### src/rtl/operand_packer_pkg.sv
// Shared matmul constants: default vector geometry and the delivered-pair counter width.
package operand_packer_pkg;
  localparam int NDATA     = 4;
  localparam int NBITS     = 8;
  localparam int VEC_CNT_W = 16;
endpackage

### src/rtl/operand_packer.sv
// Collects Ndata (a,b) element beats into a packed row/column vector pair
// and presents it to the scalar-product stage behind a valid/ready handshake.
module operand_packer
  import operand_packer_pkg::*;
#(
  parameter int Ndata = NDATA,
  parameter int Nbits = NBITS
) (
  input  logic                   clk,
  input  logic                   rst,
  input  logic                   in_valid,
  output logic                   in_ready,
  input  logic [Nbits-1:0]       in_a,
  input  logic [Nbits-1:0]       in_b,
  input  logic                   flush,
  output logic                   out_valid,
  input  logic                   out_ready,
  output logic [Nbits*Ndata-1:0] A,
  output logic [Nbits*Ndata-1:0] B,
  output logic [VEC_CNT_W-1:0]   vec_cnt
);

  localparam int W  = Nbits * Ndata;
  localparam int CW = (Ndata > 1) ? $clog2(Ndata) : 1;
  localparam logic [CW-1:0] LAST = CW'(Ndata - 1);

  logic [CW-1:0] cnt;
  logic [W-1:0]  asm_a, asm_b;
  logic [W-1:0]  nxt_a, nxt_b;
  logic          last, accept, load, xfer;

  // HOLD is simply "last slot reached while the output is still occupied".
  assign last     = (cnt == LAST);
  assign in_ready = !(last && out_valid && !out_ready);
  assign accept   = in_valid && in_ready && !flush;
  assign load     = accept && last;
  assign xfer     = out_valid && out_ready;

  always_comb begin
    nxt_a = asm_a;
    nxt_b = asm_b;
    for (int k = 0; k < Ndata; k++) begin
      if (cnt == CW'(k)) begin
        nxt_a[k*Nbits +: Nbits] = in_a;
        nxt_b[k*Nbits +: Nbits] = in_b;
      end
    end
  end

  // Assembly stage: fill counter and partial vectors
  always_ff @(posedge clk or posedge rst) begin
    if (rst) begin
      cnt   <= '0;
      asm_a <= '0;
      asm_b <= '0;
    end else if (flush) begin
      cnt   <= '0;
      asm_a <= '0;
      asm_b <= '0;
    end else if (accept) begin
      if (last) begin
        cnt   <= '0;
        asm_a <= '0;
        asm_b <= '0;
      end else begin
        cnt   <= cnt + CW'(1);
        asm_a <= nxt_a;
        asm_b <= nxt_b;
      end
    end
  end

  // Output stage: completed pair, handed off on out_ready
  always_ff @(posedge clk or posedge rst) begin
    if (rst) begin
      out_valid <= 1'b0;
      A         <= '0;
      B         <= '0;
      vec_cnt   <= '0;
    end else begin
      if (load) begin
        A         <= nxt_a;
        B         <= nxt_b;
        out_valid <= 1'b1;
      end else if (xfer) begin
        out_valid <= 1'b0;
      end
      if (xfer) vec_cnt <= vec_cnt + VEC_CNT_W'(1);
    end
  end

endmodule

### config.mk
export PLATFORM = sky130hd
export DESIGN_NAME = operand_packer
export DESIGN_NICKNAME = d
export VERILOG_FILES = /design/src/rtl/operand_packer_pkg.sv /design/src/rtl/operand_packer.sv
export SDC_FILE = /design/constraint.sdc
export NUM_CORES = 1
export LEC_CHECK = 0
export ABC_CLOCK_PERIOD_IN_PS = 14050
export BUFFER_PORTS_ARGS = -buffer_cell sky130_fd_sc_hd__buf_2
export CORE_MARGIN = 4
export CORE_UTILIZATION = 40
export CTS_CLUSTER_SIZE = 25
export DETAILED_ROUTE_END_ITERATION = 10
export GPL_TIMING_DRIVEN = 0
export SLEW_MARGIN = 20
export SYNTH_ARGS = -nofsm -noshare
export SYNTH_HDL_FRONTEND = slang
export SYNTH_SLANG_ARGS = --single-unit
### constraint.sdc
create_clock -name clk -period 14.05 [get_ports clk]
set_clock_uncertainty 0.2 [all_clocks]
set_input_delay 2.81 -clock clk [delete_from_list [all_inputs] [get_ports clk]]
set_output_delay 2.81 -clock clk [all_outputs]
set_load 0.02 [all_outputs]
==> impl_results.md, run 1 <==
- Max_cap viols: 0
- Post-synth EDFFs: 0
- Cell count after synthesis: about 440
- Critical path class: in -> out
- Synth area leaders: dfrtp_1, mux2i_1, a22o_1
- DPL Wire Length: ~9000 um
- VDD IR-drop max: approximately 0.00008 V
- Top cells by count, synth: dfrtp_1, nand2_1, mux2i_1, o21ai_0, a22o_1
- Bufs on Longest Clock Path: 2
- GPL Wtd Cong: slightly below 0.8
- Hold WC Path Type: reg -> reg
- Worst-Skew Late Latency: about 0.40 ns
- Synth Warn #: 0
- Combinational power share: a little under an eighth
- Unrepaired setup endpoints after global routing: false
- Hold Fails Final Rpt: 0
- Via/cell ratio: about 5
- Lkg Pwr: ~0.0035 uW
- Fin util: 51.4%
- Post-synth top area share: 59.1%
- Yosys reg bits: 131
- Final setup margin: 7.51 ns
- Core ar.: 0.0134 sq mm
- Setup slack at placement: between 7 and 8 ns
- Period utilization: 46.6%
- Register area share after synthesis: between 50% and 60%
- Initial Util: between 40% and 50%
- Layout cells sized above 1: between 30% and 40%
- Die area: approximately 0.016 sq mm
- Final Max Tran Viols: 0
- Worst-path fanout max: 6
- Pint: ~720 uW
- CTS tree: yes
- Setup TNS: 0 ns
- Die height: around 130 um
- Worst path arrival time: 3.53 ns
- Register share of total power: 43.4%
- CP startpoint kind: input pin
- WP data required: roughly 11 ns
- Number of diodes: 0
- WL/cell: around 18 um
- Initial antenna violation count: 0
- CTS buffer count: 17
- DRC violations left: 0
- Status: completed
- Critical Path Sink Type: output pin
- Synth cell types: 33
- Rows: 42
- Via count: about 3900
- Ports: around 100
- H-tree depth: 4
- FMAX: ~0.15 GHz
- Initial DRC Count: roughly 150
- Synth area leader: dfrtp_1
- Pwr dens: roughly 140 mW/mm^2
- CTS Hold Bufs: 0
- Post-route ant nets: 0
- Root Buffer Master: clkbuf_16
- Sw frac: 24.1%
- Hold depth: 1
- Post-cts resize count: 0
- Synth Flop Type: dfrtp_1
- DRT Wirelength: 13100 um
- Largest net degree at the start of global routing: between 90 and 100
- Post-Syn Nets: roughly 470
- Post-CTS Setup Inserts: 0
- Remaining global-route overflow: 0
- Input/output buffers: 100
- Tmin final: ~6.5 ns
- Final Hold Slack: approximately 0.27 ns
- Clk pwr share: 44.9%
- Synth Area per Inst: 12.6 sq um
- Detailed Routing Iterations Pass 1: 4
- Layout area overhead: 24.0%
- Nets: ~590
- Count of final setup violators: 0
- # clock sinks: ~130
- Slew headroom: 65.0%
- Switching power: around 230 uW
- Most numerous cell in the Yosys netlist: dfrtp_1
- Vias in the first global route: 4073
- Chip width: 126 um
- Worst r2r path cells: 7
- Gr usage total: between 10% and 20%
- Mapped Area: 0.00555 sq mm
- Synth async-reset ratio: 100%
- First-pass GRT wire length: between 20000 and 25000 um
- CTS clock-pin slew for the worst setup and hold paths: 0.05 ns
- Measured slew at the worst slew-check pin: between 0.5 and 0.6 ns
## power by group through the flow
stage               sequential, uW  clock [uW]  combinational [uW]
finish                         414         428                 112
global route                   417         453                 124
CTS                            414         440                 114
detailed placement             421           0                 114
global placement               420           0                 111
floorplan                      440           0                51.3
## metal layers
| metal | vias to the layer above | track usage, % | part of all wire, % |
|---|---|---|---|
| met5 | - | 0 | 0 |
| met4 | 0 | 6.69 | 2.1 |
| met3 | 18 | 4.66 | 4.4 |
| met2 | 77 | 28.1 | 47 |
| met1 | 1951 | 23.3 | 47 |
| li1 | 1809 | - | - |
## layout make-up
type                            count  area [sq um]
Sequential cell                   131          3280
Clock buffer                       25           505
Clock inverter                      4          72.6
Tap cell                          176           220
Fill cell                        1204          6520
Inverter                            6          30.0
Multi-Input combinational cell    274          2050
Buffer                             31           201
Timing Repair Buffer              101           528
## critical path: stages
cell and delay, ns:
buf_2 0.12, nand3b_2 0.35, buf_2 0.25
## metrics by stage
stage	total power [uW]	area (sq um)	std cells
CTS	968	6880	748
finish	955	6880	748
floorplan	492	5550	442
global route	994	6880	748
detailed placement	534	6310	719
global placement	531	6270	718
## sequential cells by signal, summed over array words and instances, names as in the netlist
signal and cells:
out_valid 1, cnt 2, asm_a 24, B 32, A 32, vec_cnt 16, asm_b 24
## placed cells by master (no fill, tap or decap), drive strengths merged
master,instances
dfrtp,131
buf,128
nand2,56
mux2i,48
o21ai,48
a22o,45
clkbuf,29
mux2,17
xnor2,10
nand3,7
inv,6
xor2,5
ha,5
nor2,4
a31oi,3
a32o,3
nor3,3
or2,3
and2,3
and3,2
nand4,2
a21oi,2
or3,2
bufinv,2
nor3b,2
nand2b,1
nand4b,1
nand3b,1
and4,1
clkinv,1
clkinvlp,1
## worst paths after layout
kind | endpoint | slack (ns) | startpoint
worst min-delay path | vec_cnt[15]$_DFFE_PP0P_ | 0.27 | vec_cnt[15]$_DFFE_PP0P_
worst max register to register | asm_b[6]$_DFFE_PP0P_ | 11.87 | cnt[0]$_DFFE_PP0P_
min in group asynchronous | B[9]$_DFFE_PP0P_ | 2.17 | rst
max in group asynchronous | asm_a[20]$_DFFE_PP0P_ | 10.73 | rst
worst max-delay path | in_ready | 7.51 | out_ready
worst min register to register | vec_cnt[15]$_DFFE_PP0P_ | 0.27 | vec_cnt[15]$_DFFE_PP0P_
## logic make-up after synthesis
group | Yosys count | synth area share, %
flip-flops | 131 | 59.1
AO/OA/AOI/OAI | 101 | 13.3
AND/OR/NAND/NOR | 88 | 8.00
multiplexers | 65 | 12.1
buffers and inverters | 37 | 4.04
XOR/XNOR | 15 | 2.37
adder cells (fa/ha/maj) | 5 | 1.13
Power figures use the tool's default switching activity.
==> inputs of run 2 (changes only) <==
--- a/config.mk
+++ b/config.mk
@@ -5,7 +5,8 @@
 export SDC_FILE = /design/constraint.sdc
 export NUM_CORES = 1
 export LEC_CHECK = 0
-export ABC_CLOCK_PERIOD_IN_PS = 14050
+export ABC_AREA = 1
+export ABC_CLOCK_PERIOD_IN_PS = 5900
 export BUFFER_PORTS_ARGS = -buffer_cell sky130_fd_sc_hd__buf_2
 export CORE_MARGIN = 4
 export CORE_UTILIZATION = 40
==> constraint.sdc (replaced) <==
create_clock -name clk -period 5.9 [get_ports clk]
set_clock_uncertainty 0.2 [all_clocks]
set_input_delay 1.18 -clock clk [delete_from_list [all_inputs] [get_ports clk]]
set_output_delay 1.18 -clock clk [all_outputs]
set_load 0.02 [all_outputs]
==> impl_results.md, run 2 <==
- Status: completed (unchanged)
- Crit path capture: in_ready (unchanged)
- Met2 routed WL: 7070 um (was 6150 um)
- Synth Warn #: 0 (unchanged)
- Synth Area per Inst: 8.25 sq um (was 12.6 sq um)
- DPL Wire Length: 11300 um (was 9140 um)
- Synth cell types: 24 (was 33)
- Cell count after synthesis: 713 (was 442)
- Via count: 5173 (was 3855)
- Setup slack at placement: 2.73 ns (was 7.51 ns)
- Post-Syn Nets: 739 (was 468)
- Met3 WL: 1160 um (was 582 um)
- Hold WC Path Type: reg -> reg (unchanged)
- Final setup margin: 2.72 ns (was 7.51 ns)
- Post-Synth Adder-Cell Area: 1.06% (was 1.13%)
- Critical path class: in -> out (unchanged)
- Largest family of logic cells by synthesized area: simple AND/OR/NAND/NOR gates (was compound AO/OA/AOI/OAI gates)
- Most common cell after layout, fill and taps aside: nand2_1 (was dfrtp_1)
- Reg2reg start: cnt[0]$_DFFE_PP0P_ (unchanged)
- Post-cts resize count: 0 (unchanged)
- Register area share after synthesis: 55.7% (was 59.1%)
- Pwr dens: 337 mW/mm^2 (was 139 mW/mm^2)
- Top Registers: A: 32 flops, B: 32 flops (unchanged)
- H-tree depth: 4 (unchanged)
- CTS tree: yes (unchanged)
- Top layer reached by signal wires: met4 (unchanged)
- Post-synth EDFFs: 0 (unchanged)
- Initial Util: 40.6% (was 41.4%)
- Die height: 129 um (was 126 um)
- FMAX: 0.315 GHz
- Gr usage total: 19.5% (was 17.7%)
- Die area: 0.0167 sq mm (was 0.0158 sq mm)
- Yosys reg bits: 131 (unchanged)
- Worst path arrival time: 1.80 ns (was 3.53 ns)
- Synth async-reset ratio: 100% (unchanged)
- Hold depth: 2 (was 1)
- Final cell count without fillers: 1031 (was 748)
- Post-CTS Setup Inserts: 0 (unchanged)
- Max_cap viols: 0 (unchanged)
- CP startpoint: out_ready (unchanged)
- Layout cells sized above 1: 18.1% (was 32.2%)
- Remaining global-route overflow: 0 (unchanged)
- WL/cell: 15.1 um (was 17.5 um)
- Ports: 103 (unchanged)
- Area occupied by multi-input gates: 0.00214 sq mm (was 0.00205 sq mm)
- DRT Wirelength: 15600 um (was 13100 um)
- WP data required: 4.52 ns (was 11.04 ns)
- Mux cell area share after synthesis: 0% (was 12.1%)
- DRC violations left: 0 (unchanged)
- Largest net degree at the start of global routing: 91 (was 98)
- Fin util: 50.4% (was 51.4%)
- Synth Area in XOR/XNOR: 1.04% (was 2.37%)
- Period utilization: a little over half
- Unrepaired setup endpoints after global routing: false (unchanged)
- Chip width: 129 um (was 126 um)
- CTS Hold Bufs: 0 (unchanged)
- Most numerous cell in the Yosys netlist: nand2_1 (was dfrtp_1)
- Top cells by count, synth: nand2_1, o21ai_0, dfrtp_1, inv_1, clkbuf_1 (was dfrtp_1, nand2_1, mux2i_1, o21ai_0, a22o_1)
- Met1 Routed Length: 7130 um (was 6120 um)
- # clock sinks: 131 (unchanged)
- First-pass GRT wire length: 25500 um (was 22200 um)
- Initial DRC Count: 312 (was 153)
- Area share of and/or/nand/nor cells after synthesis: 20.1% (was 8.00%)
- Core ar.: 0.0145 sq mm (was 0.0134 sq mm)
- Synth area leaders: dfrtp_1, nand2_1, o21ai_0 (was dfrtp_1, mux2i_1, a22o_1)
- Most frequent cells in the layout: nand2_1, o21ai_0, dfrtp_1 (was dfrtp_1, buf_2, nand2_1)
- CTS buffer count: 17 (unchanged)
- Synth Area in Compound Gates: 14.1% (was 13.3%)
- Fillers: 1397 (was 1204)
- Tmin final: about 3.2 ns
- Count of final setup violators: 0 (unchanged)
- Post-synth top area share: 55.7% (was 59.1%)
- Critical Path Sink Type: output pin (unchanged)
- Synth area leader: dfrtp_1 (unchanged)
- Worst r2r path cells: 6 (was 7)
- R2R Path End: asm_b[18]$_DFFE_PP0P_ (was asm_b[6]$_DFFE_PP0P_)
- CP startpoint kind: input pin (unchanged)
- Synth Flop Type: dfrtp_1 (unchanged)
- Root Buffer Master: clkbuf_16 (unchanged)
- Number of diodes: 0 (unchanged)
- VDD IR-drop max: 0.000224 V (was 0.0000813 V)
- Slew headroom: 62.5% (was 65.0%)
- Lkg Pwr: 0.00381 uW (was 0.00351 uW)
- Post-route ant nets: 0 (unchanged)
- Detailed Routing Iterations Pass 1: 5 (was 4)
- Input/output buffers: 101 (was 100)
- Layout area overhead: 24.0% (about the same)
- GPL Wtd Cong: 0.850 (was 0.785)
- Hold Fails Final Rpt: 0 (unchanged)
- Sequential cell area: 0.00328 sq mm (unchanged)
- Setup TNS: 0 ns (unchanged)
- Rows: 44 (was 42)
- Total Power: 2460 uW (was 955 uW)
- Bufs on Longest Clock Path: 2 (unchanged)
- Measured slew at the worst slew-check pin: 0.563 ns (was 0.525 ns)
- CTS clock-pin slew for the worst setup and hold paths: 0.05 ns (about the same)
- Initial antenna violation count: 0 (unchanged)
- Vias in the first global route: 5109 (was 4073)
- Worst-Skew Late Latency: 0.42 ns (was 0.40 ns)
- Mapped Area: 0.00588 sq mm (was 0.00555 sq mm)
- Placed Cells: 999 (was 719)
- Via/cell ratio: 5.02 (was 5.15)
- Reg2Reg Setup Slack: 3.87 ns (was 11.87 ns)
- Final Max Tran Viols: 0 (unchanged)
- Worst-path fanout max: 3 (was 6)
- Nets: 860 (was 588)
[run 2: cell count changes after synthesis, sizes merged, moves of 7 or more]
cell	previous run	this run
nand2	56	269
o21ai	48	166
inv	6	65
mux2i	48	0
a22o	45	0
clkbuf	4	23
mux2	17	0
nor2	4	16
buf	27	16
xnor2	10	3
[run 2: cells by family after synthesis]
logic type / count (synthesis)
buffers and inverters: 104
AO/OA/AOI/OAI: 166
flip-flops: 131
AND/OR/NAND/NOR: 300
adder cells (fa/ha/maj): 5
XOR/XNOR: 7
[run 2: metal layers]
metal	global-route usage, %	vias up
li1	-	2503
met1	26.5	2471
met2	29.8	179
met3	5.94	20
met4	6.49	0
met5	0	-
[run 2: critical path: stages]
cell and delay, ns:
buf_2 0.10, inv_1 0.06, nand2_2 0.12, inv_2 0.07, nand2_1 0.08, buf_2 0.18
[run 2: worst min path at each step]
stage | from | to | slack [ns]
6_report | B[26]$_DFFE_PP0P_ | B[26]$_DFFE_PP0P_ | 0.28
5_1_grt | B[12]$_DFFE_PP0P_ | B[12]$_DFFE_PP0P_ | 0.30
4_1_cts | B[12]$_DFFE_PP0P_ | B[12]$_DFFE_PP0P_ | 0.28
3_5_place_dp | B[12]$_DFFE_PP0P_ | B[12]$_DFFE_PP0P_ | 0.27
3_3_place_gp | B[26]$_DFFE_PP0P_ | B[26]$_DFFE_PP0P_ | 0.26
2_1_floorplan | asm_b[0]$_DFFE_PP0P_ | asm_b[0]$_DFFE_PP0P_ | 0.28
[run 2: final cells by class]
cell class | instances | area share, %
Inverter | 65 | 3.45
Buffer | 39 | 3.02
Clock buffer | 23 | 6.69
Clock inverter | 9 | 2.06
Sequential cell | 131 | 45.0
Timing Repair Buffer | 102 | 7.31
Multi-Input combinational cell | 478 | 29.3
Tap cell | 184 | 3.16
[run 2: through the flow]
| stage | hold slack, ns | cell area (sq um) |
|---|---|---|
| 6_report | 0.277 | 7290 |
| 5_1_grt | 0.300 | 7290 |
| 4_1_cts | 0.280 | 7290 |
| 3_5_place_dp | 0.268 | 6650 |
| 3_3_place_gp | 0.264 | 6620 |
| 2_1_floorplan | 0.283 | 5880 |
[run 2: power by group]
group          internal, uW  leakage, uW  switching, uW
clock network           750     0.000309            379
registers               970      0.00179           36.9
logic                  93.6      0.00171            231
total                  1810      0.00381            647
==> inputs of run 3 (changes only) <==
--- a/config.mk
+++ b/config.mk
@@ -6,7 +6,7 @@
 export NUM_CORES = 1
 export LEC_CHECK = 0
 export ABC_AREA = 1
-export ABC_CLOCK_PERIOD_IN_PS = 5900
+export ABC_CLOCK_PERIOD_IN_PS = 3000
 export BUFFER_PORTS_ARGS = -buffer_cell sky130_fd_sc_hd__buf_2
 export CORE_MARGIN = 4
 export CORE_UTILIZATION = 40
==> constraint.sdc (replaced) <==
create_clock -name clk -period 3 [get_ports clk]
set_clock_uncertainty 0.2 [all_clocks]
set_input_delay 0.6 -clock clk [delete_from_list [all_inputs] [get_ports clk]]
set_output_delay 0.6 -clock clk [all_outputs]
set_load 0.02 [all_outputs]
==> impl_results.md, run 3 (synthesis results as in run 2) <==
- CTS clock-pin slew for the worst setup and hold paths: 0.05 ns (about the same)
- Measured slew at the worst slew-check pin: 0.701 ns (was 0.563 ns)
- Placed Cells: 1002 (was 999)
- Largest net degree at the start of global routing: 35 (was 91)
- DRT Wirelength: 15600 um (about the same)
- Period utilization: approximately 74%
- Lkg Pwr: 0.00382 uW (was 0.00381 uW)
- Setup TNS: 0 ns (unchanged)
- Number of diodes: 0 (unchanged)
- Post-route ant nets: 0 (unchanged)
- Via count: 5170 (was 5173)
- CTS buffer count: 17 (unchanged)
- Post-cts resize count: 0 (unchanged)
- Slew headroom: 53.1% (was 62.5%)
- Layout cells sized above 1: 17.9% (was 18.1%)
- VDD IR-drop max: 0.000461 V (was 0.000224 V)
- FMAX: roughly 0.45 GHz
- Crit-path slowest cell: dfrtp_1 (was buf_2)
- Detailed Routing Iterations Pass 1: 5 (unchanged)
- Final cell count without fillers: 1032 (was 1031)
- Nets: 863 (was 860)
- Critical path cell sequence: ha_1, nand2_1, buf_2 (was buf_2, inv_1, nand2_2, inv_2, nand2_1, buf_2)
- Ports: 103 (unchanged)
- GPL Wtd Cong: 0.838 (was 0.850)
- Top Registers: A: 32 flops, B: 32 flops (unchanged)
- Die height: 129 um (unchanged)
- Fin util: 50.6% (was 50.4%)
- Hold Fails Final Rpt: 0 (unchanged)
- CP startpoint kind: flop (was input pin)
- Vias in the first global route: 5130 (was 5109)
- CP startpoint: cnt[0]$_DFFE_PP0P_ (was out_ready)
- Initial Util: 40.6% (unchanged)
- Layout area overhead: 24.5% (was 24.0%)
- Worst-path fanout max: 3 (unchanged)
- Fillers: 1384 (was 1397)
- Placed inst area: 0.00672 sq mm (was 0.00665 sq mm)
- Initial DRC Count: 295 (was 312)
- Max_cap viols: 0 (unchanged)
- Worst-Skew Late Latency: 0.41 ns (was 0.42 ns)
- Delay-heaviest family, CP: flip-flops (was buffers and inverters)
- H-tree depth: 4 (unchanged)
- Input/output buffers: 101 (unchanged)
- Core ar.: 0.0145 sq mm (unchanged)
- Crit-path max cell delay: 0.39 ns (was 0.18 ns)
- Root Buffer Master: clkbuf_16 (unchanged)
- Pwr dens: 650 mW/mm^2 (was 337 mW/mm^2)
- CTS Hold Bufs: 0 (unchanged)
- Final Hold Slack: 0.0951 ns (was 0.277 ns)
- Count of final setup violators: 0 (unchanged)
- Rows: 44 (unchanged)
- Reg2reg start: cnt[0]$_DFFE_PP0P_ (unchanged)
- WL/cell: 15.1 um (about the same)
- DRC violations left: 0 (unchanged)
- Most common cell after layout, fill and taps aside: nand2_1 (unchanged)
- Buffers & Inverters on Critical Path: 1 (was 4)
- Final Max Tran Viols: 0 (unchanged)
- Bufs on Longest Clock Path: 2 (unchanged)
- Critical path class: reg -> out (was in -> out)
- Chip width: 129 um (unchanged)
- Remaining global-route overflow: 0 (unchanged)
- First-pass GRT wire length: 25800 um (was 25500 um)
- Most frequent cells in the layout: nand2_1, o21ai_0, dfrtp_1 (unchanged)
- # clock sinks: 131 (unchanged)
- Tmin final: approximately 2.2 ns
- Post-CTS Setup Inserts: 0 (unchanged)
- Gr usage total: 19.6% (was 19.5%)
- WP data required: 2.20 ns (was 4.52 ns)
- Worst path arrival time: 1.41 ns (was 1.80 ns)
- Reg2Reg Setup Slack: 1.05 ns (was 3.87 ns)
- DPL Wire Length: 11500 um (was 11300 um)
- Initial antenna violation count: 0 (unchanged)
- Status: completed (unchanged)
- Hold WC Path Type: in -> async (was reg -> reg)
- Die area: 0.0167 sq mm (unchanged)
- Unrepaired setup endpoints after global routing: false (unchanged)
- CTS tree: yes (unchanged)
- Critical Path Sink Type: output pin (unchanged)
- Via/cell ratio: 5.01 (was 5.02)
- Final instance area: 0.00732 sq mm (was 0.00729 sq mm)
[run 3: worst paths after layout]
check | endpoint | depth (start not counted)
max | in_ready | 3
min | B[18]$_DFFE_PP0P_ | 2
max reg2reg | asm_b[17]$_DFFE_PP0P_ | 6
min reg2reg | B[26]$_DFFE_PP0P_ | 2
max in group asynchronous | A[7]$_DFFE_PP0P_ | 4
min in group clk | A[31]$_DFFE_PP0P_ | 3
[run 3: final cells by class]
cell class              instances  area, sq um  share of cell area [%]
multi-input cells             478         2140                    29.2
well taps                     184          230                    3.14
flip-flops and latches        131         3280                    44.8
clock inverters                 4         95.1                    1.30
clock buffers                  26          509                    6.96
repair buffers                105          601                    8.20
inverters                      65          248                    3.38
plain buffers                  39          220                    3.01
[run 3: worst reg2reg max path: stages, from the launching register on]
cell	delay, ns
dfrtp_1	0.39
inv_1	0.12
ha_1	0.23
clkbuf_1	0.46
o21ai_0	0.24
nand2_1	0.11
o21ai_0	0.07
[run 3: metal layers]
metal,share of wire [%],GRT usage (%),wire (um),vias up
met3,7.0,4.91,1080,23
met2,44,29.2,6830,153
met1,47,27.8,7310,2487
met5,0,0,0,-
li1,-,-,-,2507
met4,2.1,6.98,329,0
[run 3: where the power goes]
part           leakage [uW]  total, uW  switching [uW]  internal, uW
registers           0.00179       1980            69.4          1910
clock network      0.000296       2140             727          1410
logic               0.00173        647             454           193
[run 3: through the flow]
stage / total power (uW) / setup slack, ns
floorplan: 2400 / 0.577
global placement: 2630 / -0.255
detailed placement: 2660 / 0.919
CTS: 4800 / 0.783
global route: 4970 / 0.719
finish: 4760 / 0.793
